==> src/rtl/symbol_hist_if.sv <==
// Symbol stream in and frame histogram out for symbol_hist.
// The master drives symbols and observes the histogram; the slave is the block.
interface symbol_hist_if #(
  parameter int DEPTH = 8,
  parameter int WIDTH = 8
);
  logic                       sym_valid;
  logic [WIDTH-1:0]           sym_data;
  logic                       sym_last;
  logic                       sym_ready;
  logic [DEPTH*WIDTH-1:0]     out_data;
  logic [DEPTH*WIDTH-1:0]     out_probab;
  logic [$clog2(DEPTH+1)-1:0] out_count;
  logic                       out_valid;
  logic                       out_overflow;
  logic                       out_sat;

  modport master (
    output sym_valid, sym_data, sym_last,
    input  sym_ready, out_data, out_probab, out_count, out_valid, out_overflow, out_sat
  );

  modport slave (
    input  sym_valid, sym_data, sym_last,
    output sym_ready, out_data, out_probab, out_count, out_valid, out_overflow, out_sat
  );
endinterface

==> src/rtl/symbol_hist.sv <==
// Per-frame symbol histogram: distinct symbols kept in first-arrival order with
// saturating counts, published as a one-cycle snapshot after the last symbol.
module symbol_hist #(
  parameter int DEPTH = 8,
  parameter int WIDTH = 8
) (
  input logic          clock,
  input logic          rst,
  symbol_hist_if.slave bus
);
  localparam int CW = $clog2(DEPTH + 1);
  localparam int IW = (DEPTH > 1) ? $clog2(DEPTH) : 1;
  localparam logic [WIDTH-1:0] CNT_MAX  = {WIDTH{1'b1}};
  localparam logic [WIDTH-1:0] CNT_ONE  = WIDTH'(1);
  localparam logic [CW-1:0]    OCC_FULL = CW'(DEPTH);

  typedef enum logic [1:0] {
    COLLECT = 2'd0,
    EMIT    = 2'd1,
    CLEAR   = 2'd2
  } state_t;

  state_t                 state_r;
  logic [WIDTH-1:0]       sym_r [DEPTH];
  logic [WIDTH-1:0]       cnt_r [DEPTH];
  logic [CW-1:0]          occ_r;
  logic                   ovf_r;
  logic                   sat_r;
  logic [DEPTH*WIDTH-1:0] out_data_r;
  logic [DEPTH*WIDTH-1:0] out_probab_r;
  logic [CW-1:0]          out_count_r;
  logic                   out_valid_r;
  logic                   out_ovf_r;
  logic                   out_sat_r;

  logic                   ready_s;
  logic                   accept_s;
  logic [DEPTH-1:0]       match_s;
  logic                   hit_s;
  logic [IW-1:0]          hit_idx_s;

  // Handshake decode from the current state.
  always_comb begin
    ready_s  = (state_r == COLLECT);
    accept_s = bus.sym_valid && ready_s;
  end

  // Lookup against occupied slots only; stored symbols are unique so at most one hits.
  always_comb begin
    match_s   = {DEPTH{1'b0}};
    hit_idx_s = {IW{1'b0}};
    for (int i = 0; i < DEPTH; i++) begin
      match_s[i] = (CW'(i) < occ_r) && (sym_r[i] == bus.sym_data);
      hit_idx_s  = hit_idx_s | (match_s[i] ? IW'(i) : {IW{1'b0}});
    end
    hit_s = |match_s;
  end

  // Frame FSM, table update and registered histogram outputs.
  always_ff @(posedge clock or posedge rst) begin
    if (rst) begin
      state_r      <= COLLECT;
      occ_r        <= {CW{1'b0}};
      ovf_r        <= 1'b0;
      sat_r        <= 1'b0;
      out_data_r   <= {(DEPTH*WIDTH){1'b0}};
      out_probab_r <= {(DEPTH*WIDTH){1'b0}};
      out_count_r  <= {CW{1'b0}};
      out_valid_r  <= 1'b0;
      out_ovf_r    <= 1'b0;
      out_sat_r    <= 1'b0;
      for (int i = 0; i < DEPTH; i++) begin
        sym_r[i] <= {WIDTH{1'b0}};
        cnt_r[i] <= {WIDTH{1'b0}};
      end
    end else begin
      case (state_r)
        COLLECT: begin
          if (accept_s) begin
            if (hit_s) begin
              if (cnt_r[hit_idx_s] == CNT_MAX) begin
                sat_r <= 1'b1;
              end else begin
                cnt_r[hit_idx_s] <= cnt_r[hit_idx_s] + CNT_ONE;
              end
            end else if (occ_r != OCC_FULL) begin
              sym_r[occ_r[IW-1:0]] <= bus.sym_data;
              cnt_r[occ_r[IW-1:0]] <= CNT_ONE;
              occ_r                <= occ_r + CW'(1);
            end else begin
              ovf_r <= 1'b1;
            end
            if (bus.sym_last) begin
              state_r <= EMIT;
            end
          end
        end
        EMIT: begin
          // Slots past occupancy are already zero, so the snapshot needs no masking.
          for (int i = 0; i < DEPTH; i++) begin
            out_data_r[i*WIDTH +: WIDTH]   <= sym_r[i];
            out_probab_r[i*WIDTH +: WIDTH] <= cnt_r[i];
          end
          out_count_r <= occ_r;
          out_ovf_r   <= ovf_r;
          out_sat_r   <= sat_r;
          out_valid_r <= 1'b1;
          state_r     <= CLEAR;
        end
        CLEAR: begin
          for (int i = 0; i < DEPTH; i++) begin
            sym_r[i] <= {WIDTH{1'b0}};
            cnt_r[i] <= {WIDTH{1'b0}};
          end
          occ_r       <= {CW{1'b0}};
          ovf_r       <= 1'b0;
          sat_r       <= 1'b0;
          out_valid_r <= 1'b0;
          state_r     <= COLLECT;
        end
        default: begin
          out_valid_r <= 1'b0;
          state_r     <= COLLECT;
        end
      endcase
    end
  end

  assign bus.sym_ready    = ready_s;
  assign bus.out_data     = out_data_r;
  assign bus.out_probab   = out_probab_r;
  assign bus.out_count    = out_count_r;
  assign bus.out_valid    = out_valid_r;
  assign bus.out_overflow = out_ovf_r;
  assign bus.out_sat      = out_sat_r;
endmodule

==> src/flat_wrapper.sv <==
// flat-port wrapper written by rule: the top's interface ports become plain ports
module symbol_hist_flat 
#(
  parameter int DEPTH = 8,
  parameter int WIDTH = 8
)
  (clock, rst, bus_sym_valid, bus_sym_data, bus_sym_last, bus_sym_ready, bus_out_data, bus_out_probab, bus_out_count, bus_out_valid, bus_out_overflow, bus_out_sat);
  symbol_hist_if #(.DEPTH(DEPTH), .WIDTH(WIDTH)) bus_i ();
  input logic clock;
  input logic rst;
  input wire logic [$bits(bus_i.sym_valid)-1:0] bus_sym_valid;
  input wire logic [$bits(bus_i.sym_data)-1:0] bus_sym_data;
  input wire logic [$bits(bus_i.sym_last)-1:0] bus_sym_last;
  output wire logic [$bits(bus_i.sym_ready)-1:0] bus_sym_ready;
  output wire logic [$bits(bus_i.out_data)-1:0] bus_out_data;
  output wire logic [$bits(bus_i.out_probab)-1:0] bus_out_probab;
  output wire logic [$bits(bus_i.out_count)-1:0] bus_out_count;
  output wire logic [$bits(bus_i.out_valid)-1:0] bus_out_valid;
  output wire logic [$bits(bus_i.out_overflow)-1:0] bus_out_overflow;
  output wire logic [$bits(bus_i.out_sat)-1:0] bus_out_sat;
  assign bus_i.sym_valid = bus_sym_valid;
  assign bus_i.sym_data = bus_sym_data;
  assign bus_i.sym_last = bus_sym_last;
  assign bus_sym_ready = bus_i.sym_ready;
  assign bus_out_data = bus_i.out_data;
  assign bus_out_probab = bus_i.out_probab;
  assign bus_out_count = bus_i.out_count;
  assign bus_out_valid = bus_i.out_valid;
  assign bus_out_overflow = bus_i.out_overflow;
  assign bus_out_sat = bus_i.out_sat;
  symbol_hist #(.DEPTH(DEPTH), .WIDTH(WIDTH)) u_core (.clock(clock), .rst(rst), .bus(bus_i));
endmodule
==> config.mk <==
export PLATFORM = sky130hd
export DESIGN_NAME = symbol_hist_flat
export DESIGN_NICKNAME = d
export VERILOG_FILES = /design/src/rtl/symbol_hist_if.sv /design/src/rtl/symbol_hist.sv /design/src/flat_wrapper.sv
export SDC_FILE = /design/constraint.sdc
export NUM_CORES = 1
export LEC_CHECK = 0
export BUFFER_PORTS_ARGS = -buffer_cell sky130_fd_sc_hd__buf_4
export CORE_ASPECT_RATIO = 0.5
export CORE_UTILIZATION = 25
export DETAILED_ROUTE_END_ITERATION = 7
export SLEW_MARGIN = 20
export SYNTH_ARGS = -nofsm -noshare
export SYNTH_HDL_FRONTEND = slang
export SYNTH_SLANG_ARGS = --single-unit
==> constraint.sdc <==
create_clock -name clock -period 26.4 [get_ports clock]
set_clock_uncertainty 0.15 [all_clocks]
set_input_delay 5.28 -clock clock [delete_from_list [all_inputs] [get_ports clock]]
set_output_delay 5.28 -clock clock [all_outputs]
set_load 0.01 [all_outputs]
* After elaboration in Yosys (flattened, before gate mapping)
Index checks and enable logic that the tools add are counted.
** Word-level totals
- Logic and storage cells :: 132
- Input port bits :: 12
- Register bits after elaboration :: 271
- Output and inout port bits :: 136
** Cells by class
- Add/sub/neg operators :: 2
- Multiplexer cells :: 41
- Equality and inequality tests :: 21
- Reductions and logical operators :: 19
- Bitwise gates (word level) :: 11
- $lt $le $gt $ge :: 12
** Operators with widths (count)
- two-way mux 64 bit :: 7
- case mux 64 bit (2 select lines) :: 2
- bitwise mux 64 bit :: 2
- == test 8 bit :: 8
- bitwise AND 56 bit :: 1
- NOT 56 bit :: 1
- demux 8 bit (select 3 bit) :: 2
- two-way mux 8 bit :: 4
- binary-select mux 8 bit (select 3 bit) :: 1
- bitwise OR 3 bit :: 6
- less-than comparator 3 x 4 -> 1 bit, first input constant :: 4
- AND reduction 4 bit :: 4
- two-way mux 3 bit :: 4
- two-way mux 4 bit :: 3
- logical AND 1 bit :: 11
- adder 8 x 1 -> 8 bit, second input constant :: 1
- == test 8 bit, second input constant :: 1
- greater-or-equal comparator 4 bit, second input constant :: 2
- less-than comparator 1 x 4 -> 1 bit, first input constant :: 2
- less-than comparator 2 x 4 -> 1 bit, first input constant :: 2
- less-than comparator 4 x 1 -> 1 bit, second input constant :: 2
- two-way mux 2 bit :: 4
- != test 2 x 1 -> 1 bit, second input constant :: 4
- NOT 3 -> 4 bit :: 2
- 16 further kinds :: 26

* Longest topological paths before layout
Gate-level depths: netlist (run 1).
- Depth after elaboration :: 19
- Gate-level depth with buffers :: 19
- Mapped depth without buffers :: 16

* Least setup slack after synthesis (run 1)
Ideal clock, no wire load.
- Path kind :: input-to-reg
- Start :: input port bus_sym_data[2]
- End :: register u_core.cnt_r[48] in the netlist's numbering
- Library setup time :: 121 ps
- Buffers on the path :: 4
- Data arrival time :: 9181 ps
- Data required time :: 26129 ps
- Stages :: 18
- Setup slack :: 16948 ps
- Cells stage by stage :: buf_4 > xnor2_1 > nand2_1 > or3_1 > and2_1 > buf_2 > nand2_2 > buf_1 > mux2i_1 > mux2_2 > ha_1 > inv_1 > or4_4 > o41a_1 > a21oi_4 > buf_6 > a221oi_1 > o22a_1
** On the way
- Word-level cells in the longest chain between the ends :: 19
- Elaborated cells between the ends (all ways) :: 49
- Classes of those cells :: 1 x add/sub; 2 x order compare; 11 x eq/ne; 17 x mux; 7 x bitwise; 11 x reduce/logical
** Ends and longest elaborated chain
- from (decl) :: line flat_wrapper.sv:12 : input wire logic [$bits(bus_i.sym_data)-1:0] bus_sym_data;
- == test 8 bit :: line symbol_hist.sv:53 : match_s[i] = (CW'(i) < occ_r) && (sym_r[i] == bus.sym_data);
- logical AND 1 bit :: line symbol_hist.sv:53
- two-way mux 1 bit / two-way mux 2 bit (equally long branches) :: line symbol_hist.sv:54 : hit_idx_s = hit_idx_s | (match_s[i] ? IW'(i) : {IW{1'b0}});
- bitwise OR 3 bit (6 in series) :: line symbol_hist.sv:54
- NOT 3 -> 4 bit (not written as such) :: line symbol_hist.sv:81, symbol_hist.sv:84
- binary-select mux 8 bit (select 3 bit), or another cell as far along :: line symbol_hist.sv:81, symbol_hist.sv:84
- two-way mux 8 bit (not written as such) / logical AND 1 bit (equally long branches) :: line symbol_hist.sv:81, symbol_hist.sv:84
- two-way mux 8 bit, on equally long branches :: line symbol_hist.sv:81, symbol_hist.sv:84
- adder 8 x 1 -> 8 bit / demux 8 bit (select 3 bit) (equally long branches) :: line symbol_hist.sv:84 : cnt_r[hit_idx_s] <= cnt_r[hit_idx_s] + CNT_ONE;
- bitwise mux 64 bit :: line symbol_hist.sv:84
- two-way mux 64 bit :: line symbol_hist.sv:81 : if (cnt_r[hit_idx_s] == CNT_MAX) begin
- two-way mux 64 bit :: line symbol_hist.sv:80 : if (hit_s) begin
- two-way mux 64 bit :: line symbol_hist.sv:79 : if (accept_s) begin
- case mux 64 bit (2 select lines) :: line symbol_hist.sv:77 : case (state_r)
- to (signal, indexed assignment) :: line symbol_hist.sv:74 : cnt_r[i] <= {WIDTH{1'b0}};
- to (signal, indexed assignment) :: line symbol_hist.sv:84
- to (signal, indexed assignment) :: line symbol_hist.sv:113 : cnt_r[i] <= {WIDTH{1'b0}};
- to (decl) :: line symbol_hist.sv:25 : logic [WIDTH-1:0] cnt_r [DEPTH];
Parallel ways exist; a longest one is shown, timed or not. The select of a mux whose other input is x is not followed.
A chain may end at the register's enable or synchronous reset.

* Final worst setup path (run 1)
- Start :: input port bus_sym_data[4]
- End :: register u_core.cnt_r[58] in the netlist's numbering
The elaborated chain is that of the path after synthesis.

==> results.yml, run 1 <==
route:
  drt_first_pass_iters: 5
  drc_errors: 0
  wire_per_inst_um: 19.2
  drtIter0Drc: 855
  drt_wl_total_um: 38500
  vias_per_cell: 4.82
  vias: 9678
  ant_nets: 0
grt:
  grt_pass1_vias: 9635
  grt_max_degree: 120
  grt_overflow: 0
  grt_pass1_wl_um: 59200
  antenna_found_initial: 0
  grt_usage_pct: 15.3
placement:
  place_congestion: 0.902
  io_buffers: 147
  detailed_place_hpwl_um: 27400
clock_network:
  holdBufCountCts: 0
  cts_root_buf: "clkbuf_16"
  cts_sinks: 271
  h-tree-depth: 1
  cts_tree: "done"
  clk_pin_slew_ns: 0.06
  cts_buffer_depth: 3
  cts_resized: 0
  postCtsSetupBuffers: 0
  clock_latency_ns: 0.56
  numCtsBuffers: 29
yosys:
  syn_area_sq_mm: 0.0122
  synthMuxAreaShare_pct: 1.26
  synthesis.nets: 1249
  ys_warn_count: 0
  netlist_instances: 1234
  syn_area_per_cell_sq_um: 9.88
  synth_ff_type: "dfrtp_1"
  synthAdderAreaFrac_pct: 0.308
  synthXorXnorAreaFrac_pct: 4.88
  synth_cell_types: 67
  synth_compound_area_share_pct: 14.8
  ys_seq_area_share_pct: 55.6
  synth_top_family_by_area: "simple AND/OR/NAND/NOR gates"
  synth-seq-cells: 271
  async_flop_share_pct: 100
  yosys.area_share.simple_pct: 19.8
  synth-edff-count: 0
finish:
  n_antenna_cell: 0
  syn2layout_area_growth_pct: 21.7
  final_util_pct: 31.2
  fillers: 4941
  drive_above_1_share_pct: 16.9
  fin_nets: 1364
flow_run:
  cap_violations: 0
critical_path:
  startpoint_type: "input pin"
  critPathMaxFanout: 22
  path_class: "in -> reg"
  reg2regPathDepth: 14
  r2r_end: "u_core.cnt_r[58]"
  cpPeakStageDelay_ns: 0.67
  worstPathArrival_ns: 10.39
  crit_slowest_cell: "nor4_1"
  end_kind: "flip-flop"
  worstPathRequired_ns: 26.73
  path_cells: "buf_4, xnor2_1, o311ai_1, nor4_1, or2_2, nor2_1, mux2i_1, a32o_1, nor2_1, ha_1, inv_1, or4_4, o41a_1, a21o_1, o31ai_2, a22o_1"
  reg2reg_from: "u_core.occ_r[2]"
  worst_path_most_repeated_cell: "nor2_1"
  reg2reg_slack_ns: 20.71
hold_path:
  holdPathEnd: "u_core.bus.out_probab[25]"
  hold_class: "reg -> reg"
  hp-start: "u_core.bus.out_probab[25]"
  holdPathStages: 2
timing:
  finalCritPeriodShare_pct: 38.1
  fin_crit_ns: 10.06
  max_freq_mhz: 99.4
  setup_viol: 0
  rsz0062_at_grt: "no"
  hold_viol: 0
  fin_setup_tns_ns: 0
  slew_viol_final: 0
  slew-limit-headroom_pct: 31.3
  tightest_slew_ns: 1.03
pwr:
  vdd_drop_max_mv: 0.0354
  p_per_area_mw_per_mm2: 96.1
  p_leak_nw: 7.24
floorplan:
  core-area_sq_mm: 0.0475
  die_w_um: 314
  rows: 56
  die_area_sq_mm: 0.0497
  io_pins: 148
  start_util_pct: 25.7
  die_h_um: 158
outcome:
  status: "complete, no violations"
-- cell type report --
type	count	area, sq um	area share (%)
clock inverter	10	158	1.06
timing repair buffer	154	1160	7.82
inverter	13	57.6	0.388
tap	638	798	5.38
sequential	271	6780	45.7
clock buffer	42	855	5.76
multi-input combinational	880	5020	33.9
-- per-layer routing --
layer	part of all wire, %	vias up	GRT usage [%]
met5	0	-	0
met1	43	4897	19.6
met2	50	256	27.0
met3	4.5	58	2.15
met4	2.2	0	3.83
li1	-	4467	-
-- cells in the final DEF, fill, tap and decap left out, types with 6 or more instances in the layout --
cell type,netlist,layout
o21ai_4,6,6
a21oi_1,14,14
nand4_1,10,10
xor2_1,25,25
nor2_1,40,40
xnor2_1,43,43
a221oi_1,9,9
buf_4,3,153
mux2i_1,12,12
or3_1,9,9
o2bb2ai_1,37,37
o21ai_0,31,31
inv_1,12,11
clkbuf_8,0,8
nand2_1,431,431
nand3_1,23,23
nor3_1,17,17
and2_1,10,10
a22o_1,82,82
dfrtp_1,271,271
o22a_1,8,8
clkbuf_16,0,29
-- critical path: cells and delay by family --
kind | cells | cell delay, ns
xor+xnor | 1 | 0.17
compound gates | 6 | 2.05
fa+ha+maj | 1 | 0.14
simple gates | 5 | 2.29
buf+inv | 2 | 0.24
mux | 1 | 0.20
-- sequential cells by signal, indices dropped and copies added, names as in the netlist --
| register | count |
|---|---|
| u_core.bus.out_probab | 64 |
| u_core.state_r | 2 |
| u_core.cnt_r | 64 |
| u_core.sym_r | 64 |
| u_core.bus.out_data | 64 |
| u_core.occ_r | 4 |
| u_core.bus.out_sat | 1 |
| u_core.bus.out_count | 4 |
| u_core.bus.out_overflow | 1 |
| u_core.sat_r | 1 |
| u_core.bus.out_valid | 1 |
| u_core.ovf_r | 1 |
-- worst max path at each step --
stage,start,end,slack [ns],cells past startpoint
3_3_place_gp,bus_sym_data[4],u_core.cnt_r[57],16.03,16
4_1_cts,bus_sym_data[4],u_core.cnt_r[58],16.41,16
5_1_grt,bus_sym_data[3],u_core.cnt_r[58],16.08,16
2_1_floorplan,rst,u_core.bus.out_count[0],13.50,1
6_report,bus_sym_data[4],u_core.cnt_r[58],16.34,16
3_5_place_dp,bus_sym_data[4],u_core.cnt_r[58],15.86,16
-- synth_stat cells, types with 3 or more instances --
cell	count	area share [%]
a211oi_1	4	0.25
nand3_1	23	0.94
buf_6	9	0.83
a221oi_1	9	0.65
o21ai_4	6	0.80
clkbuf_1	48	1.5
nor2_1	40	1.2
mux2i_1	12	0.99
nor4_1	4	0.21
nand2_1	431	13
buf_2	6	0.25
ha_1	3	0.31
a21oi_1	14	0.57
and2_1	10	0.51
nor3_1	17	0.70
nand4_1	10	0.51
nor2b_1	3	0.15
inv_1	12	0.37
or2_2	4	0.21
o2bb2ai_1	37	2.7
a32o_1	3	0.25
a22o_1	82	5.9
nand2b_1	4	0.21
o22ai_1	3	0.15
buf_1	4	0.12
mux2_2	3	0.28
o21ai_0	31	1.3
xor2_1	25	1.8
or3_1	9	0.46
buf_4	3	0.18
xnor2_1	43	3.1
dfrtp_1	271	56
o22a_1	8	0.57
-- metrics by stage --
step / setup slack [ns] / hold WS [ns] / power (mW) / instance area (sq um) / std cells
global route: 16.08 / 0.349 / 1.50 / 14800 / 2008
floorplan: 13.50 / 0.289 / 0.827 / 12200 / 1234
finish: 16.34 / 0.322 / 1.43 / 14800 / 2008
detailed placement: 15.86 / 0.313 / 1.00 / 13800 / 1956
CTS: 16.41 / 0.328 / 1.44 / 14800 / 2008
global placement: 16.03 / 0.311 / 1.00 / 13800 / 1956
-- logic make-up (layout without fill, tap and decap cells) --
group	after synthesis	count (layout)
AOI/OAI and AO/OA	221	221
DFF	271	271
buffers and inverters	83	219
muxes	15	15
and+or+nand+nor	573	573
adders and majority gates	3	3
xor gates and xnor gates	68	68
-- where the power goes --
group / total [mW] / leakage [nW] / internal (mW) / switching (mW)
clock: 0.432 / 0.502 / 0.263 / 0.169
sequential: 0.621 / 3.66 / 0.517 / 0.104
combinational: 0.373 / 3.08 / 0.173 / 0.200
Note: power is estimated with default switching activity, not from simulation.
==> inputs of run 2 (changes only) <==
Clock period 26.4 ns to 8.14 ns, I/O delays scaled along.
==> results.yml, run 2 (synthesized netlist as in run 1, its figures left out) <==
grt:
  grt_overflow: 0
  antenna_found_initial: 0
  grt_pass1_wl_um: 59200
  grt_max_degree: 77
  met1_usage_pct: 19.8
  grt_usage_pct: 15.2
  grt.busiest_layer: "met2"
  grt_pass1_vias: 9810
  grt_util_met3_pct: 2.12
  grt_use_met2_pct: 26.3
critical_path:
  reg2reg_from: "u_core.occ_r[2]"
  startpoint_type: "input pin"
  r2r_end: "u_core.cnt_r[57]"
  critPathMaxFanout: 22
  reg2reg_slack_ns: 2.42
  path_class: "in -> reg"
  worstPathRequired_ns: 8.47
  end_kind: "flip-flop"
  worstPathArrival_ns: 6.75
  reg2regPathDepth: 14
hold_path:
  hold_class: "reg -> reg"
  holdPathStages: 2
  hp-start: "u_core.bus.out_probab[8]"
  holdPathEnd: "u_core.bus.out_probab[8]"
timing:
  setup_ws_ns: 1.72
  tightest_slew_ns: 1.08
  finalCritPeriodShare_pct: 78.9
  hold_viol: 0
  setup_viol: 0
  rsz0062_at_grt: "no"
  fin_crit_ns: 6.42
  whs_ns: 0.323
  fin_setup_tns_ns: 0
  slew_viol_final: 0
  slew-limit-headroom_pct: 27.4
  max_freq_mhz: 156
floorplan:
  die_w_um: 314
  die_area_sq_mm: 0.0497
  core-area_sq_mm: 0.0475
  rows: 56
  die_h_um: 158
  start_util_pct: 25.7
  io_pins: 148
clock_network:
  cts_resized: 0
  cts_tree: "done"
  cts_root_buf: "clkbuf_16"
  h-tree-depth: 1
  holdBufCountCts: 0
  clk_pin_slew_ns: 0.06
  postCtsSetupBuffers: 0
  numCtsBuffers: 28
  clock_latency_ns: 0.54
  cts_buffer_depth: 3
  cts_sinks: 271
finish:
  syn2layout_area_growth_pct: 21.0
  final_common_cell: "nand2_1"
  final_util_pct: 31.1
  fin_nets: 1365
  mostFrequentLayoutCells: "nand2_1 (431), dfrtp_1 (271), buf_4 (156)"
  drive_above_1_share_pct: 16.7
  n_antenna_cell: 0
route:
  vias: 9584
  drt_wl_total_um: 38300
  ant_nets: 0
  drtIter0Drc: 690
  vias_per_cell: 4.78
  drt_first_pass_iters: 5
  wire_per_inst_um: 19.1
  drc_errors: 0
flow_run:
  cap_violations: 0
pwr:
  p_leak_nw: 7.19
  power_mw: 4.52
  vdd_drop_max_mv: 0.119
  p_per_area_mw_per_mm2: 306
placement:
  detailed_place_hpwl_um: 27600
  place_ws_ns: 1.27
  place_congestion: 0.904
  io_buffers: 147
outcome:
  status: "complete, no violations"
## run 2: cell count changes in the layout (fill, tap and decap cells not counted)
cell and change:
buf_4 +3, clkinv_2 -3, clkinvlp_4 +3, bufinv_16 -2
clkbuf_1 +2, buf_6 -1, clkbuf_8 -1, clkinv_4 -1
inv_6 -1, inv_8 -1
## run 2: stage by stage
step / cells / cell area (sq um)
2_1_floorplan: 1234 / 12200
3_3_place_gp: 1958 / 13800
3_5_place_dp: 1958 / 13800
4_1_cts: 2006 / 14800
5_1_grt: 2006 / 14800
6_report: 2006 / 14800
## run 2: worst max-delay path, cell delays in order
cell     delay [ns]
buf_4          0.17
xnor2_1        0.18
nand3_1        0.11
nor4_1         0.64
or2_2          0.59
nor2_1         0.37
mux2i_1        0.20
a32o_1         0.27
nor2_1         0.12
ha_1           0.14
inv_1          0.06
or4_4          0.57
o41a_1         0.56
a21o_1         0.53
o31ai_2        0.34
a22o_1         0.25
## run 2: worst max path at each step
| stage | startpoint | endpoint | cells past startpoint |
|---|---|---|---|
| 2_1_floorplan | bus_sym_data[2] | u_core.cnt_r[48] | 18 |
| 3_3_place_gp | bus_sym_data[4] | u_core.cnt_r[57] | 16 |
| 3_5_place_dp | bus_sym_data[4] | u_core.cnt_r[58] | 16 |
| 4_1_cts | bus_sym_data[4] | u_core.cnt_r[57] | 16 |
| 5_1_grt | bus_sym_data[4] | u_core.cnt_r[58] | 16 |
| 6_report | bus_sym_data[6] | u_core.cnt_r[57] | 16 |
## run 2: layout make-up
class                      count  area, sq um
clock inverter                 5         80.1
multi-input combinational    880         5020
sequential                   271         6780
fill                        4974        32700
inverter                      13         53.8
clock buffer                  43          848
timing repair buffer         156         1170
tap                          638          798
## run 2: per-layer routing
metal	part of all wire, %	vias to the layer above
li1	-	4473
met1	44	4836
met2	50	216
met3	3.9	59
met4	2.7	0
met5	0	-
## run 2: power breakdown
part | internal, mW | switching [mW] | leakage, nW
Clock | 0.774 | 0.531 | 0.448
Sequential | 1.68 | 0.323 | 3.66
Combinational | 0.561 | 0.650 | 3.09
